<file path="src/rtl/vga_pkg.sv">
// Shared VGA geometry, field widths and the plot-arbiter state encoding.
// Reused by the sprite controllers so everyone agrees on screen size.
package vga_pkg;

  localparam int XMAX  = 160;
  localparam int YMAX  = 120;
  localparam int X_W   = 8;
  localparam int Y_W   = 7;
  localparam int CLR_W = 3;

  typedef enum logic {
    CLEAR = 1'b0,
    SERVE = 1'b1
  } state_t;

  // True when the pixel lies on the visible 160x120 screen.
  function automatic logic in_range(input logic [X_W-1:0] px, input logic [Y_W-1:0] py);
    return (px < X_W'(XMAX)) && (py < Y_W'(YMAX));
  endfunction

endpackage

</file>
<file path="src/rtl/vga_plot_arbiter_rr_arb2.sv">
// Two-way round-robin arbiter: combinational grant, registered pointer.
// The pointer names the requester that wins when both ask at once.
module rr_arb2 (
  input  logic       clk,
  input  logic       resetn,
  input  logic       enable,
  input  logic [1:0] req,
  output logic [1:0] grant
);

  logic ptr;

  // Grant the lone requester, or the pointed-to one when both request.
  always_comb begin
    grant = 2'b00;
    if (enable) begin
      if (req[0] && (!req[1] || !ptr)) begin
        grant = 2'b01;
      end else if (req[1]) begin
        grant = 2'b10;
      end
    end
  end

  // After serving requester n, favour the other one next time.
  always_ff @(posedge clk) begin
    if (!resetn) begin
      ptr <= 1'b0;
    end else if (grant[0]) begin
      ptr <= 1'b1;
    end else if (grant[1]) begin
      ptr <= 1'b0;
    end
  end

endmodule

</file>
<file path="src/rtl/vga_plot_arbiter.sv">
// Shares the VGA adapter pixel-write port between two requesters and owns
// a full-screen clear sweep that runs after reset and on clear_req.
module vga_plot_arbiter
  import vga_pkg::*;
(
  input  logic             clk,
  input  logic             resetn,
  input  logic             r0_valid,
  input  logic [X_W-1:0]   r0_x,
  input  logic [Y_W-1:0]   r0_y,
  input  logic [CLR_W-1:0] r0_colour,
  output logic             r0_ready,
  input  logic             r1_valid,
  input  logic [X_W-1:0]   r1_x,
  input  logic [Y_W-1:0]   r1_y,
  input  logic [CLR_W-1:0] r1_colour,
  output logic             r1_ready,
  input  logic             clear_req,
  input  logic [CLR_W-1:0] clear_colour,
  output logic             clear_busy,
  output logic [X_W-1:0]   x,
  output logic [Y_W-1:0]   y,
  output logic [CLR_W-1:0] colour,
  output logic             plot
);

  state_t           state;
  logic [X_W-1:0]   cx;
  logic [Y_W-1:0]   cy;
  logic [CLR_W-1:0] fill;
  logic [1:0]       grant;
  logic             serve_en;

  // Pending clear takes priority, so requesters are only served when none is asked.
  assign serve_en = (state == SERVE) && !clear_req;

  rr_arb2 u_arb (
    .clk    (clk),
    .resetn (resetn),
    .enable (serve_en),
    .req    ({r1_valid, r0_valid}),
    .grant  (grant)
  );

  assign r0_ready = grant[0];
  assign r1_ready = grant[1];

  // Sweep / serve state machine driving the registered adapter outputs.
  always_ff @(posedge clk) begin
    if (!resetn) begin
      state      <= CLEAR;
      cx         <= '0;
      cy         <= '0;
      fill       <= '0;
      x          <= '0;
      y          <= '0;
      colour     <= '0;
      plot       <= 1'b0;
      clear_busy <= 1'b0;
    end else begin
      // Busy tracks the cycles in which a cleared pixel is on the outputs.
      clear_busy <= (state == CLEAR);
      case (state)
        CLEAR: begin
          x      <= cx;
          y      <= cy;
          colour <= fill;
          plot   <= 1'b1;
          if (cx == X_W'(XMAX - 1)) begin
            cx <= '0;
            if (cy == Y_W'(YMAX - 1)) begin
              cy    <= '0;
              state <= SERVE;
            end else begin
              cy <= cy + 1'b1;
            end
          end else begin
            cx <= cx + 1'b1;
          end
        end
        SERVE: begin
          if (clear_req) begin
            fill  <= clear_colour;
            cx    <= '0;
            cy    <= '0;
            plot  <= 1'b0;
            state <= CLEAR;
          end else if (grant[0]) begin
            x      <= r0_x;
            y      <= r0_y;
            colour <= r0_colour;
            plot   <= in_range(r0_x, r0_y);
          end else if (grant[1]) begin
            x      <= r1_x;
            y      <= r1_y;
            colour <= r1_colour;
            plot   <= in_range(r1_x, r1_y);
          end else begin
            plot <= 1'b0;
          end
        end
        default: state <= CLEAR;
      endcase
    end
  end

endmodule

</file>
<file path="config.mk">
export PLATFORM = sky130hd
export DESIGN_NAME = vga_plot_arbiter
export DESIGN_NICKNAME = d
export VERILOG_FILES = /design/src/rtl/vga_pkg.sv /design/src/rtl/vga_plot_arbiter_rr_arb2.sv /design/src/rtl/vga_plot_arbiter.sv
export SDC_FILE = /design/constraint.sdc
export NUM_CORES = 1
export LEC_CHECK = 0
export BUFFER_PORTS_ARGS = -buffer_cell sky130_fd_sc_hd__buf_2
export CELL_PAD_IN_SITES_DETAIL_PLACEMENT = 0
export CELL_PAD_IN_SITES_GLOBAL_PLACEMENT = 1
export CORE_UTILIZATION = 32
export DETAILED_ROUTE_END_ITERATION = 8
export PLACE_DENSITY = 0.73
export SETUP_SLACK_MARGIN = 0.1
export SYNTH_ARGS = -nofsm -noshare
export SYNTH_HDL_FRONTEND = slang
export SYNTH_SLANG_ARGS = --single-unit
</file>
<file path="constraint.sdc">
create_clock -name clk -period 1.7 [get_ports clk]
set_clock_uncertainty 0.05 [all_clocks]
set_input_delay 0.34 -clock clk [delete_from_list [all_inputs] [get_ports clk]]
set_output_delay 0.34 -clock clk [all_outputs]
set_load 0.02 [all_outputs]
</file>
# Word level (Yosys, flattened, before mapping)
# Index checks and enable logic that the tools add are counted.
dict set report word_totals {
  ff_bits 40
  elab_cells 67
  output_inout_bits 22
}
dict set report op_classes {
  order_cmp 4
  n_eq_ne 6
  muxes 32
  n_addsub 2
  bitwise 1
  reduce_logical 12
}
# cell count
set op_table {}
lappend op_table {{$mux 7} 6}
lappend op_table {{$mux 8} 5}
lappend op_table {{$pmux 8 s2} 2}
lappend op_table {{$pmux 7 s2} 2}
lappend op_table {{$lt 8x8->1 const B} 2}
lappend op_table {{$lt 7x7->1 const B} 2}
lappend op_table {{$mux 3} 3}
lappend op_table {{$add 8x1->8 const B} 1}
lappend op_table {{$eq 8x8->1 const B} 1}
lappend op_table {{$mux 1} 8}
lappend op_table {{$add 7x1->7 const B} 1}
lappend op_table {{$eq 7x7->1 const B} 1}
lappend op_table {{$mux 2} 3}
lappend op_table {{$pmux 3 s2} 1}
lappend op_table {{$reduce_and 2->1} 3}
lappend op_table {{$logic_and 1x1->1} 4}
lappend op_table {{$ne 2x2->1 const B} 2}
lappend op_table {{$pmux 1 s2} 2}
lappend op_table {{$logic_not 1->1} 3}
lappend op_table {{$ne 3x1->1 const B} 1}
lappend op_table {{$ne 2x1->1 const B} 1}
lappend op_table {{$reduce_bool 2->1} 1}
lappend op_table {{$logic_or 1x1->1} 1}
lappend op_table {{$not 1->1} 1}

# Depth between registers and ports, before layout
dict set report logic_depth {
  ltp_word 9
  mapped_depth 8
  depth_no_buf 5
}

# By module
# A second synthesis with hierarchy kept.
dict set report unflattened {
  hier_cells 261
  hier_area_um2 2123.3
}
# mod seq_area_each_um2 area_per_inst_um2 instances cells_each
set by_module_without_submodules {}
lappend by_module_without_submodules {vga_plot_arbiter 780.7 2064.5 1 252}
lappend by_module_without_submodules {rr_arb2 20.0 58.8 1 9}

# Least setup slack after synthesis
# Ideal clock, no wire load.
dict set report synth_path {
  kind {input to output}
  startpoint {input port clear_req}
  endpoint {output port r1_ready}
  setup_slack_ns -0.121
  n_path_buf 2
  t_arrival_ns 1.431
  cell_stages 4
  cell_sequence {buf_2 and3b_1 buf_2 a21boi_0}
}
dict set report synth_via {
  elab_chain_len 3
}
# item line_no
set synth_rtl {}
lappend synth_rtl {{start: declaration} vga_plot_arbiter.sv:18} ;# input logic clear_req,
lappend synth_rtl {{$logic_not 1->1} vga_plot_arbiter.sv:35} ;# assign serve_en = (state == SERVE) && !clear_req;
lappend synth_rtl {{$logic_and 1x1->1} vga_plot_arbiter.sv:35}
lappend synth_rtl {{$mux 2} vga_plot_arbiter_rr_arb2.sv:16} ;# if (enable) begin
lappend synth_rtl {{end: declaration} vga_plot_arbiter.sv:17} ;# output logic r1_ready,
# No other way between the ends.

# Worst setup path after layout
dict set report layout_path {
  startpoint {register state}
  endpoint {register cy[5]}
}
dict set report layout_via {
  elab_chain_len 3
  elab_cells_between_ends 5
  cone_classes {eq/ne: 2; mux: 1; bitwise: 1; reduce/logical: 1}
}
# item line_no
set layout_rtl {}
lappend layout_rtl {{start: declaration} vga_plot_arbiter.sv:27} ;# state_t state;
lappend layout_rtl {{start signal: assignment} vga_plot_arbiter.sv:51} ;# state <= CLEAR;
lappend layout_rtl {{start signal: assignment} vga_plot_arbiter.sv:73} ;# state <= SERVE;
lappend layout_rtl {{start signal: assignment} vga_plot_arbiter.sv:87} ;# state <= CLEAR;
lappend layout_rtl {{$not 1->1} --}
lappend layout_rtl {{$ne 2x1->1 (no line)} --}
lappend layout_rtl {{$reduce_and 2->1 (no line)} --}
lappend layout_rtl {{end signal: assignment} vga_plot_arbiter.sv:75} ;# cy <= cy + 1'b1;
lappend layout_rtl {{end: declaration} vga_plot_arbiter.sv:29} ;# logic [Y_W-1:0] cy;
# Several ways; a longest one is shown, not always the timed one.
# A chain may end at the register's enable or synchronous reset.

==> flow_summary.toml <==
[detailed_routing]
ant_nets = 0
vias = 2157
drc = 0
via_per_inst = 5.24
wl_per_cell_um = 14.3
drt_iter0_markers = 114
first_pass_iters = 4
routed_wl_um = 5910

[yosys]
ys_warn_count = 0
ys_seq_elements = 40
syn_nets = 302
async_reset_ff_share_pct = 0
synth_edf_count = 0
synth_cells = 256
synth_cell_types = 50
postSynthAreaPerCell_um2 = 7.96
yosysSeqAreaShare_pct = 39.3
synth_ff_type = "dfxtp_1"
netlist_area_um2 = 2040

[critical_path]
critical_path_class = "reg2reg"
startpoint_type = "flop"
path_max_fanout = 6
critPathRequiredTime_ns = 1.89
crit_arrival_ns = 1.80
end_kind = "flop"

[finish]
antenna_cells = 0
area_delta_synth_final_pct = 34.0
mostFrequentLayoutCells = "buf_2 (64), dfxtp_1 (35), nand2_1 (28), a21oi_1 (28), nand3_1 (26)"
fin_area_um2 = 2730
fin_nets = 382
nFillCells = 635
drive_gt1_share_pct = 35.9
final_common_cell = "buf_2"

[timing]
fin_crit_ns = 1.61
setup_ws_ns = 0.0929
hold_violations = 0
worst-slew-pin-transition_ns = 0.299
rsz0062_at_grt = "true"
finalSetupViolations = 0
relSlewSlack_pct = 79.9
max_freq_mhz = 622
period_share_pct = 94.5
slew_violations = 0
timing.hold.ws_ns = 0.249

[global_routing]
grt_pass1_vias = 1869
use_met3_pct = 3.89
grt_max_degree = 25
antenna_found_initial = 0
grt_usage_pct = 18.7
grtUsageMet1_pct = 27.3
grt_overflow = 0
grt_pass1_wl_um = 9470
top_usage_layer = "met1"
gr-usage-met2_pct = 27.0

[clock_network]
cts_buffer_depth = 2
clockRootBuffer = "clkbuf_8"
cts_buffers = 5
cts_tree = "built"
path_clk_slew_ns = 0.08
clock_latency_ns = 0.29
h-tree-depth = 2
cts_sinks = 40
ctsHoldBuffers = 0

[floorplanning]
core_um2 = 6030
fp.dieW_um = 81.8
start_util_pct = 33.8
dieHeight_um = 81.8
row_count = 28
die_area_um2 = 6690
pin_count = 66

[placement]
portBuffers = 65
dpl_cell_area_um2 = 2510
gp_congestion = 0.786
detailed_place_hpwl_um = 4230
dp_worst_setup_slack_ns = -0.0186

[flow_run]
max_cap_violations = 0

[power]
ir_worst_vdd_mv = 0.313
p_leak_nw = 1.13
p_total_mw = 1.75
p_per_area_nw_per_um2 = 640

[run_status]
outcome = "completed"

[worst_hold_path]
min_path_type = "in2reg"
==> cells in the mapped netlist, types with 2 or more instances <==
cell type / instances / share of area, %
a21oi_1: 28 / 6.9
a2bb2oi_1: 2 / 0.86
a31oi_1: 20 / 6.1
and2_1: 2 / 0.61
and3_1: 3 / 0.92
and3b_1: 2 / 0.86
and4_1: 2 / 0.86
buf_1: 2 / 0.37
buf_2: 8 / 2.0
buf_4: 2 / 0.74
clkbuf_1: 6 / 1.1
dfxtp_1: 40 / 39
ha_1: 2 / 1.2
inv_1: 4 / 0.74
mux2i_1: 2 / 0.98
nand2_1: 28 / 5.2
nand3_1: 26 / 6.4
nand3b_1: 3 / 1.1
nand4_1: 3 / 0.92
nor2_1: 14 / 2.6
nor2b_1: 16 / 4.9
nor3_1: 2 / 0.49
o21a_1: 5 / 1.8
o21ai_0: 8 / 2.0
==> layout make-up <==
| class | instances | area, um2 | share of cell area [%] |
|---|---|---|---|
| clock buffers | 8 | 90.1 | 3.30 |
| flip-flops and latches | 40 | 810 | 29.6 |
| inverters | 6 | 22.5 | 0.825 |
| multi-input cells | 192 | 1180 | 43.2 |
| well taps | 75 | 93.8 | 3.44 |
| repair buffers | 91 | 534 | 19.6 |
==> critical path, stage by stage (launching register included) <==
cell	delay, ns
dfxtp_4	0.36
buf_6	0.12
nor4b_4	0.29
buf_4	0.17
nand2_4	0.07
nor4_1	0.32
o31a_1	0.18
==> metal layers <==
metal / up-vias / share of wire, % / wire, um
met5: - / 0 / 0
met4: 0 / 1.0 / 62
met3: 6 / 5.2 / 305
met2: 65 / 43 / 2550
met1: 999 / 51 / 2990
li1: 1087 / - / -
==> path summary, 6_finish.rpt <==
check | from | endpoint | slack [ns] | cells past startpoint
min reg2reg | fill[1] | fill[1] | 0.40 | 2
max | state | cy[5] | 0.09 | 6
min | clear_colour[1] | fill[1] | 0.25 | 3
max reg2reg | state | cy[5] | 0.09 | 6
==> flip-flops by register name, summed over array words and instances (netlist names) <==
| register | flops |
|---|---|
| clear_busy | 1 |
| cy | 7 |
| state | 1 |
| cx | 8 |
| plot | 1 |
| fill | 3 |
| colour | 3 |
| u_arb.ptr | 1 |
| x | 8 |
| y | 7 |
==> report_power, final <==
part / switching [mW] / leakage (nW) / internal (mW)
logic: 0.0704 / 0.755 / 0.0672
registers: 0.00750 / 0.326 / 0.947
clock network: 0.326 / 0.0455 / 0.331
==> cell families (layout without fill, tap and decap cells) <==
kind of cell,Yosys count,in the layout,synth area share (%)
flops,40,40,39.3
compound gates,74,74,22.3
fa+ha+maj,2,2,1.23
buf+inv,24,105,5.28
simple gates,113,113,30.4
mux,3,3,1.53
==> stage by stage <==
stage / instances / utilization (%) / TNS (ns)
finish: 412 / 45.3 / 0
global placement: 396 / 41.7 / 0
detailed placement: 396 / 41.7 / -0.0186
floorplan: 256 / - / 0
global route: 412 / 45.3 / 0
CTS: 407 / 43.9 / 0
==> timing repair <==
action | CTS | global route
endpoints found under the setup margin | 9 | 8
buffers inserted | 3 | 5
pin swaps | 2 | 7
gates resized for setup | 9 | 15
gates cloned | 0 | 0
No activity file was read; power rests on OpenSTA's default activity.
